**config.mk**
```make
export PLATFORM = sky130hd
export DESIGN_NAME = multicycle_control
export DESIGN_NICKNAME = d
export VERILOG_FILES = /design/src/rtl/multicycle_control.sv
export SDC_FILE = /design/constraint.sdc
export NUM_CORES = 1
export LEC_CHECK = 0
export ABC_AREA = 1
export CORE_MARGIN = 2
export CORE_UTILIZATION = 46
export CTS_BUF_LIST = sky130_fd_sc_hd__clkbuf_2 sky130_fd_sc_hd__clkbuf_4 sky130_fd_sc_hd__clkbuf_8
export DETAILED_ROUTE_END_ITERATION = 6
export PLACE_DENSITY = 0.78
export SLEW_MARGIN = 20
export SYNTH_ARGS = -nofsm -noshare
export SYNTH_HDL_FRONTEND = slang
export SYNTH_SLANG_ARGS = --single-unit
```
**constraint.sdc**
```tcl
create_clock -name clk -period 1.2 [get_ports clk]
set_input_delay 0.3 -clock clk [delete_from_list [all_inputs] [get_ports clk]]
set_output_delay 0.3 -clock clk [all_outputs]
set_load 0.02 [all_outputs]
```
**src/rtl/multicycle_control.sv**
```systemverilog
// multicycle_control: multicycle MIPS-subset control FSM with registered Moore outputs.
// Define ILLEGAL_TRAP_EN to trap unsupported opcodes; otherwise they execute as NOP.
module multicycle_control (
    input  logic       clk,
    input  logic       rst_n,
    input  logic [5:0] opcode,
    input  logic       mem_ready,
    output logic       PCWrite,
    output logic       PCWriteCond,
    output logic       IorD,
    output logic       MemRead,
    output logic       MemWrite,
    output logic       IRWrite,
    output logic       MemtoReg,
    output logic       RegDst,
    output logic       RegWrite,
    output logic       ALUSrcA,
    output logic [1:0] ALUSrcB,
    output logic       PCSource,
    output logic [2:0] ALUOp,
    output logic [3:0] state,
    output logic       illegal
);
    typedef enum logic [3:0] {
        FETCH  = 4'd0,
        DECODE = 4'd1,
        MEMADR = 4'd2,
        MEMRD  = 4'd3,
        MEMWB  = 4'd4,
        MEMWR  = 4'd5,
        RTEX   = 4'd6,
        RTWB   = 4'd7,
        BRANCH = 4'd8,
        IMMEX  = 4'd9,
        IMMWB  = 4'd10,
        TRAP   = 4'd11
    } state_t;
    typedef struct packed {
        logic       pc_write_cond;
        logic       iord;
        logic       mem_read;
        logic       mem_write;
        logic       mem_to_reg;
        logic       reg_dst;
        logic       reg_write;
        logic       alu_src_a;
        logic [1:0] alu_src_b;
        logic       pc_source;
        logic [2:0] alu_op;
        logic       fetch;
    } ctrl_t;
    localparam logic [5:0] OP_RT   = 6'b000000;
    localparam logic [5:0] OP_LW   = 6'b100011;
    localparam logic [5:0] OP_SW   = 6'b101011;
    localparam logic [5:0] OP_BEQ  = 6'b000100;
    localparam logic [5:0] OP_ADDI = 6'b001000;
    localparam logic [5:0] OP_ANDI = 6'b001100;
    localparam logic [5:0] OP_ORI  = 6'b001101;
`ifdef ILLEGAL_TRAP_EN
    localparam state_t BAD_NEXT = TRAP;
`else
    localparam state_t BAD_NEXT = FETCH;
`endif
    state_t     st, nxt, dec_next;
    logic [5:0] op_q, nxt_op;
    ctrl_t      ctrl_q;
    function automatic ctrl_t decode(input state_t s, input logic [5:0] op);
        ctrl_t c;
        c = '0;
        case (s)
            FETCH: begin
                c.mem_read  = 1'b1;
                c.alu_src_b = 2'b01;
                c.fetch     = 1'b1;
            end
            DECODE: c.alu_src_b = 2'b11;
            MEMADR: begin
                c.alu_src_a = 1'b1;
                c.alu_src_b = 2'b10;
            end
            MEMRD: begin
                c.mem_read = 1'b1;
                c.iord     = 1'b1;
            end
            MEMWB: begin
                c.reg_write  = 1'b1;
                c.mem_to_reg = 1'b1;
            end
            MEMWR: begin
                c.mem_write = 1'b1;
                c.iord      = 1'b1;
            end
            RTEX: begin
                c.alu_src_a = 1'b1;
                c.alu_op    = 3'b010;
            end
            RTWB: begin
                c.reg_write = 1'b1;
                c.reg_dst   = 1'b1;
            end
            BRANCH: begin
                c.alu_src_a     = 1'b1;
                c.alu_op        = 3'b001;
                c.pc_write_cond = 1'b1;
                c.pc_source     = 1'b1;
            end
            IMMEX: begin
                c.alu_src_a = 1'b1;
                c.alu_src_b = 2'b10;
                c.alu_op    = op == OP_ANDI ? 3'b011 : op == OP_ORI ? 3'b100 : 3'b000;
            end
            IMMWB: c.reg_write = 1'b1;
            default: c = '0;
        endcase
        return c;
    endfunction
    always_comb begin
        dec_next = (opcode == OP_LW || opcode == OP_SW) ? MEMADR :
                   opcode == OP_RT  ? RTEX :
                   opcode == OP_BEQ ? BRANCH :
                   (opcode == OP_ADDI || opcode == OP_ANDI || opcode == OP_ORI) ? IMMEX : BAD_NEXT;
        nxt    = FETCH;
        nxt_op = op_q;
        case (st)
            FETCH:  nxt = mem_ready ? DECODE : FETCH;
            DECODE: begin
                nxt    = dec_next;
                nxt_op = opcode;
            end
            MEMADR: nxt = op_q == OP_LW ? MEMRD : MEMWR;
            MEMRD:  nxt = mem_ready ? MEMWB : MEMRD;
            MEMWR:  nxt = mem_ready ? FETCH : MEMWR;
            RTEX:   nxt = RTWB;
            IMMEX:  nxt = IMMWB;
            TRAP:   nxt = TRAP;
            default: nxt = FETCH;
        endcase
    end
    // Outputs are registered from the next state so they line up with st on every cycle.
    always_ff @(posedge clk or negedge rst_n) begin
        if (!rst_n) begin
            st     <= FETCH;
            op_q   <= '0;
            ctrl_q <= decode(FETCH, 6'd0);
        end else begin
            st     <= nxt;
            op_q   <= nxt_op;
            ctrl_q <= decode(nxt, nxt_op);
        end
    end
`ifdef ILLEGAL_TRAP_EN
    logic illegal_q;
    always_ff @(posedge clk or negedge rst_n) begin
        if (!rst_n)
            illegal_q <= 1'b0;
        else if (st == DECODE && dec_next == TRAP)
            illegal_q <= 1'b1;
    end
    assign illegal = illegal_q;
`else
    assign illegal = 1'b0;
`endif
    // PC/IR update is the one strobe that follows the memory handshake directly.
    assign PCWrite     = ctrl_q.fetch & mem_ready;
    assign IRWrite     = ctrl_q.fetch & mem_ready;
    assign PCWriteCond = ctrl_q.pc_write_cond;
    assign IorD        = ctrl_q.iord;
    assign MemRead     = ctrl_q.mem_read;
    assign MemWrite    = ctrl_q.mem_write;
    assign MemtoReg    = ctrl_q.mem_to_reg;
    assign RegDst      = ctrl_q.reg_dst;
    assign RegWrite    = ctrl_q.reg_write;
    assign ALUSrcA     = ctrl_q.alu_src_a;
    assign ALUSrcB     = ctrl_q.alu_src_b;
    assign PCSource    = ctrl_q.pc_source;
    assign ALUOp       = ctrl_q.alu_op;
    assign state       = st;
endmodule

```
# --- After elaboration in Yosys (flattened, before gate mapping) ---
# Index checks and enable logic that the tools add are counted.
classes:
  n_eq_ne: 26
  mux: 23
  bitwise_logic: 1
  n_reduce_logical: 11
op_table:
  columns: ["cell", "count"]
  rows:
  - ["4-bit case mux with 8 select lines", 1]
  - ["6-bit by 4-bit == test with 1-bit output (second input constant)", 5]
  - ["4-bit by 3-bit == test with 1-bit output (second input constant)", 6]
  - ["4-bit == test (second input constant)", 5]
  - ["6-bit == test (second input constant)", 3]
  - ["4-bit by 2-bit == test with 1-bit output (second input constant)", 4]
  - ["4-bit two-way mux", 4]
  - ["3-bit two-way mux", 5]
  - ["1-bit two-way mux", 10]
  - ["3-bit case mux with 3 select lines", 1]
  - ["4-bit by 1-bit == test with 1-bit output (second input constant)", 2]
  - ["4-bit logical NOT", 2]
  - ["6-bit by 3-bit == test with 1-bit output (second input constant)", 1]
  - ["6-bit logical NOT", 1]
  - ["6-bit two-way mux", 1]
  - ["2-bit case mux with 3 select lines", 1]
  - ["2-bit OR reduction", 3]
  - ["4-bit OR reduction", 1]
  - ["1-bit logical OR", 3]
  - ["3-bit OR reduction", 1]
  - ["1-bit bitwise AND", 1]
totals:
  register_bits: 24
  inputBits: 9
  output_inout_bits: 21
  wordCells: 74

# --- Depth between registers and ports, before layout ---
logic_depth:
  depth_word: 11
  depth_mapped: 11
  depth_no_buf: 11

# --- Least setup slack after synthesis ---
# No wires, ideal clock.
synth_timing:
  kind: "reg2reg"
  from: "reg st[0] (netlist: state[0])"
  to: "reg ctrl_q (netlist bit ALUOp[0])"
  setup_time_ps: 66
  t_arrival_ps: 1341
  required_ps: 1134
  slack_ps: -207
  path_stages_with_launch: 10
  n_path_buf: 1
  path_cell_list: "dfrtp_1 > inv_2 > nor2_4 > nand2_2 > buf_6 > o21ai_1 > nand2_1 > nor2_1 > nand3_1 > nand2_1"
synth_via:
  elab_chain_cells: 5
synth_lines:
  columns: ["element", "line_no", "text"]
  rows:
  - ["start: declaration", "64", "state_t st, nxt, dec_next;"]
  - ["start signal: assignment", "146", "st <= nxt;"]
  - ["4-bit by 1-bit == test with 1-bit output", "124", "case (st)"]
  - ["6-bit two-way mux", "124", null]
  - ["6-bit by 4-bit == test with 1-bit output", "110", "c.alu_op = op == OP_ANDI ? 3'b011 : op == OP_ORI ? 3'b100 : 3'b000;"]
  - ["3-bit two-way mux", "110", null]
  - ["3-bit case mux with 3 select lines *", "70", "case (s)"]
  - ["end signal: assignment", "144", "ctrl_q <= decode(FETCH, 6'd0);"]
  - ["end signal: assignment", "148", "ctrl_q <= decode(nxt, nxt_op);"]
  - ["end: declaration", "66", "ctrl_t ctrl_q;"]
# Mark *: on every way between the ends. The rest lies on a longest branch, timed or not.

# --- Worst setup path after layout ---
layout_timing:
  from: "reg st[0] (netlist: state[0])"
  to: "reg ctrl_q (netlist bit ALUOp[0])"
layout_lines:
  columns: ["element", "line_no"]
  rows:
  - ["4-bit == test (tied with other cells)", "124"]
  - ["4-bit case mux with 8 select lines *", "124"]
  - ["via nxt[0]", "64"]
  - ["4-bit == test or 4-bit by 3-bit == test with 1-bit output (tied branches)", "70"]
  - ["3-bit case mux with 3 select lines *", "70"]
# Mark *: on every way through the listed nets, which the timed path passes. The rest lies on a longest branch.

==> results.py <==
metrics = {
    "outcome": {
        "status": "complete, but fails checks",
        "failed_checks": "setup timing",
    },
    "critical_path": {
        "reg2reg_slack_ns": -0.39,
        "cp-start-kind": "register",
        "arrival_ns": 1.82,
        "cp-startpoint": "state[0]",
        "crit_type": "reg -> reg",
        "path_cells": "buf_4, nor2_1, nand3_2, nand3_1, nor2_1, nand2_2, nor2_2, nand2_1, nand2_1",
        "reg2reg_from": "state[0]",
        "slowest_stage": "dfrtp_2",
        "endpoint_kind": "register",
        "path_max_fanout": 4,
        "slowest_delay_ns": 0.47,
        "critical_path_required_ns": 1.44,
    },
    "timing": {
        "period_needed_ns": 1.59,
        "setup_viol": 30,
        "fmax_mhz": 630,
        "drv_slew": 0,
        "fin_crit_sh": 1.32,
        "rsz0062_at_grt": "yes",
        "final-hold-violation-count": 0,
        "setup_ws_ns": -0.386,
        "clock_skew_ns": 0.00201,
        "fin_setup_tns_ns": -6.16,
    },
    "die": {
        "die_width_um": 56.6,
        "io_pins": 30,
        "fp.coreArea_sq_mm": 0.00269,
        "die_h_um": 56.6,
        "start_util": 0.473,
        "row_count": 19,
        "die_area_sq_mm": 0.00320,
    },
    "job": {
        "cap_violations": 0,
    },
    "routing": {
        "drc": 0,
        "vias_per_cell": 5.03,
        "first_pass_iters": 4,
        "ant_nets": 0,
        "dr_total_vias": 1349,
        "wl_per_cell_um": 14.3,
        "drt-initial-drc-count": 67,
        "routed_wl_um": 3840,
    },
    "finish": {
        "layout.nets": 247,
        "area_growth_pct": 60.6,
        "diodes": 0,
        "drive_gt1_frac": 0.506,
        "seq_area_sq_um": 609,
        "fillers": 189,
        "post-route-util": 0.760,
        "multiInputGateArea_sq_um": 596,
    },
    "clocking": {
        "cts.htree.levels": 1,
        "cts_buffer_depth": 2,
        "clk_pin_slew_ns": 0.14,
        "cts_tree": "built",
        "clk_latency_ns": 0.33,
        "clock-sinks": 24,
        "cts_inserted_buffers": 3,
        "cts-root-buf": "clkbuf_4",
        "cts_hold_buf": 0,
    },
    "power_and_ir_drop": {
        "p_leak_nw": 1.16,
        "p_per_area_mw_per_mm2": 1740,
        "irDropWorstVdd_mv": 1.53,
    },
    "synthesis": {
        "ys_ff_latch": 24,
        "ys_seq_area_frac": 0.475,
        "synth-async-reset-ratio": 1.00,
        "synth_common_cells": "nand2_1 (41), nor2_1 (31), dfrtp_1 (21)",
        "syn_inst": 166,
        "synth.avg_cell_area_sq_um": 7.66,
        "synth_edf_count": 0,
        "yosysMostFrequentCell": "nand2_1",
        "synthTopCellsByArea": "dfrtp_1 (41%), nand2_1 (12%), nor2_1 (9.2%), nand3_1 (6.7%), dfstp_2 (6.2%)",
        "synth.top_cell.area_share": 0.413,
        "ys.flop_type": "dfrtp_1",
        "synth_cell_types": 21,
        "yosys.area.top_type": "dfrtp_1",
        "synthesis.area_sq_mm": 0.00127,
        "synth_nets": 175,
        "synth_warnings": 0,
    },
    "place": {
        "hpwl_um": 2320,
        "io_buffers": 28,
        "routabilityCongestion": 0.845,
    },
    "grt": {
        "antenna_found_initial": 0,
        "grt_pass1_wl_um": 5370,
        "grt_max_degree": 25,
        "grt_util_all_layers": 0.219,
        "overflow": 0,
        "first_global_vias": 1223,
    },
    "worst_hold_path": {
        "min_path_type": "in -> async",
    },
}
where the power goes:
part / switching [mW] / leakage (nW) / internal (mW) / total, mW
sequential: 0.130 / 0.303 / 1.03 / 1.16
clock: 0.270 / 0.0279 / 0.338 / 0.608
combinational: 0.955 / 0.828 / 0.838 / 1.79
total: 1.35 / 1.16 / 2.20 / 3.56
cell usage in the layout, fill, tap and decap left out:
cell,n
a31oi_1,3
buf_12,1
buf_2,7
buf_4,40
buf_6,20
bufinv_16,1
clkbuf_4,3
clkdlybuf4s50_1,2
conb_1,1
dfrtp_1,17
dfrtp_2,4
dfstp_2,3
dlygate4sd2_1,5
dlymetal6s2s_1,1
inv_1,16
inv_2,6
inv_4,1
nand2_1,34
nand2_2,11
nand3_1,11
nand3_2,6
nand4_1,3
nor2_1,21
nor2_2,9
nor2_4,4
o211ai_1,1
o21a_1,1
o21ai_0,1
o21ai_2,3
o21ai_4,1
final timing paths:
kind,end,cells past startpoint
worst max-delay path,ALUOp[0],9
worst min-delay path,op_q[3],2
worst max register to register,ALUOp[0],9
worst min register to register,op_q[2],2
max in group asynchronous,MemRead,2
min in group clk,op_q[2],2
stage by stage:
step	setup WS (ns)	power (mW)	hold WS, ns	area, sq um	instances
2_1_floorplan	-0.142	1.96	0.00441	1280	166
3_3_place_gp	-0.613	2.56	0.496	1780	248
3_5_place_dp	-0.615	2.59	0.506	1780	248
4_1_cts	-0.244	3.34	0.313	1890	263
5_1_grt	-0.432	3.72	0.301	2040	268
6_report	-0.386	3.56	0.296	2040	268
sequential cells by signal (all words and copies together), names as in the netlist:
name and cells:
MemWrite 1, MemtoReg 1, ctrl_q 1, ALUOp 3, RegWrite 1, ALUSrcA 1, PCSource 1, ALUSrcB 2
state 4, op_q 6, IorD 1, RegDst 1, MemRead 1
layout make-up:
cell class,count,area share
Timing Repair Buffer,76,0.322
Inverter,23,0.0435
Tap cell,31,0.0190
Sequential cell,24,0.298
Clock buffer,3,0.0110
Clock inverter,1,0.0147
Multi-Input combinational cell,110,0.292
worst max-delay path: cells and delay by family, from the launching register on:
kind / cells / cell delay, ns
flip-flops: 1 / 0.47
buffers and inverters: 1 / 0.15
AND/OR/NAND/NOR: 8 / 0.87
cell families (layout without fill, tap and decap cells):
family                 Yosys count  count (layout)  share of synthesized area
buffers and inverters           32             103                      0.124
DFF                             24              24                      0.475
AOI/OAI and AO/OA               10              10                     0.0610
other                            1               1                    0.00295
and+or+nand+nor                 99              99                      0.337
what timing repair did:
| action | 4_1_cts | 5_1_grt |
|---|---|---|
| cloned | 1 | 0 |
| setup endpoints to repair | 39 | 35 |
| setup buffers | 10 | 5 |
| gates resized for setup | 114 | 34 |
| pin swaps | 6 | 12 |
per-layer routing:
layer  global-route usage  routed length, um  vias to the layer above
met3               0.0323                174                       11
met5                    0                  0                        -
met4               0.0782                 85                        0
li1                     -                  -                      652
met2                0.370               1990                       40
met1                0.284               1590                      646
(Power assumes the default switching activity.)
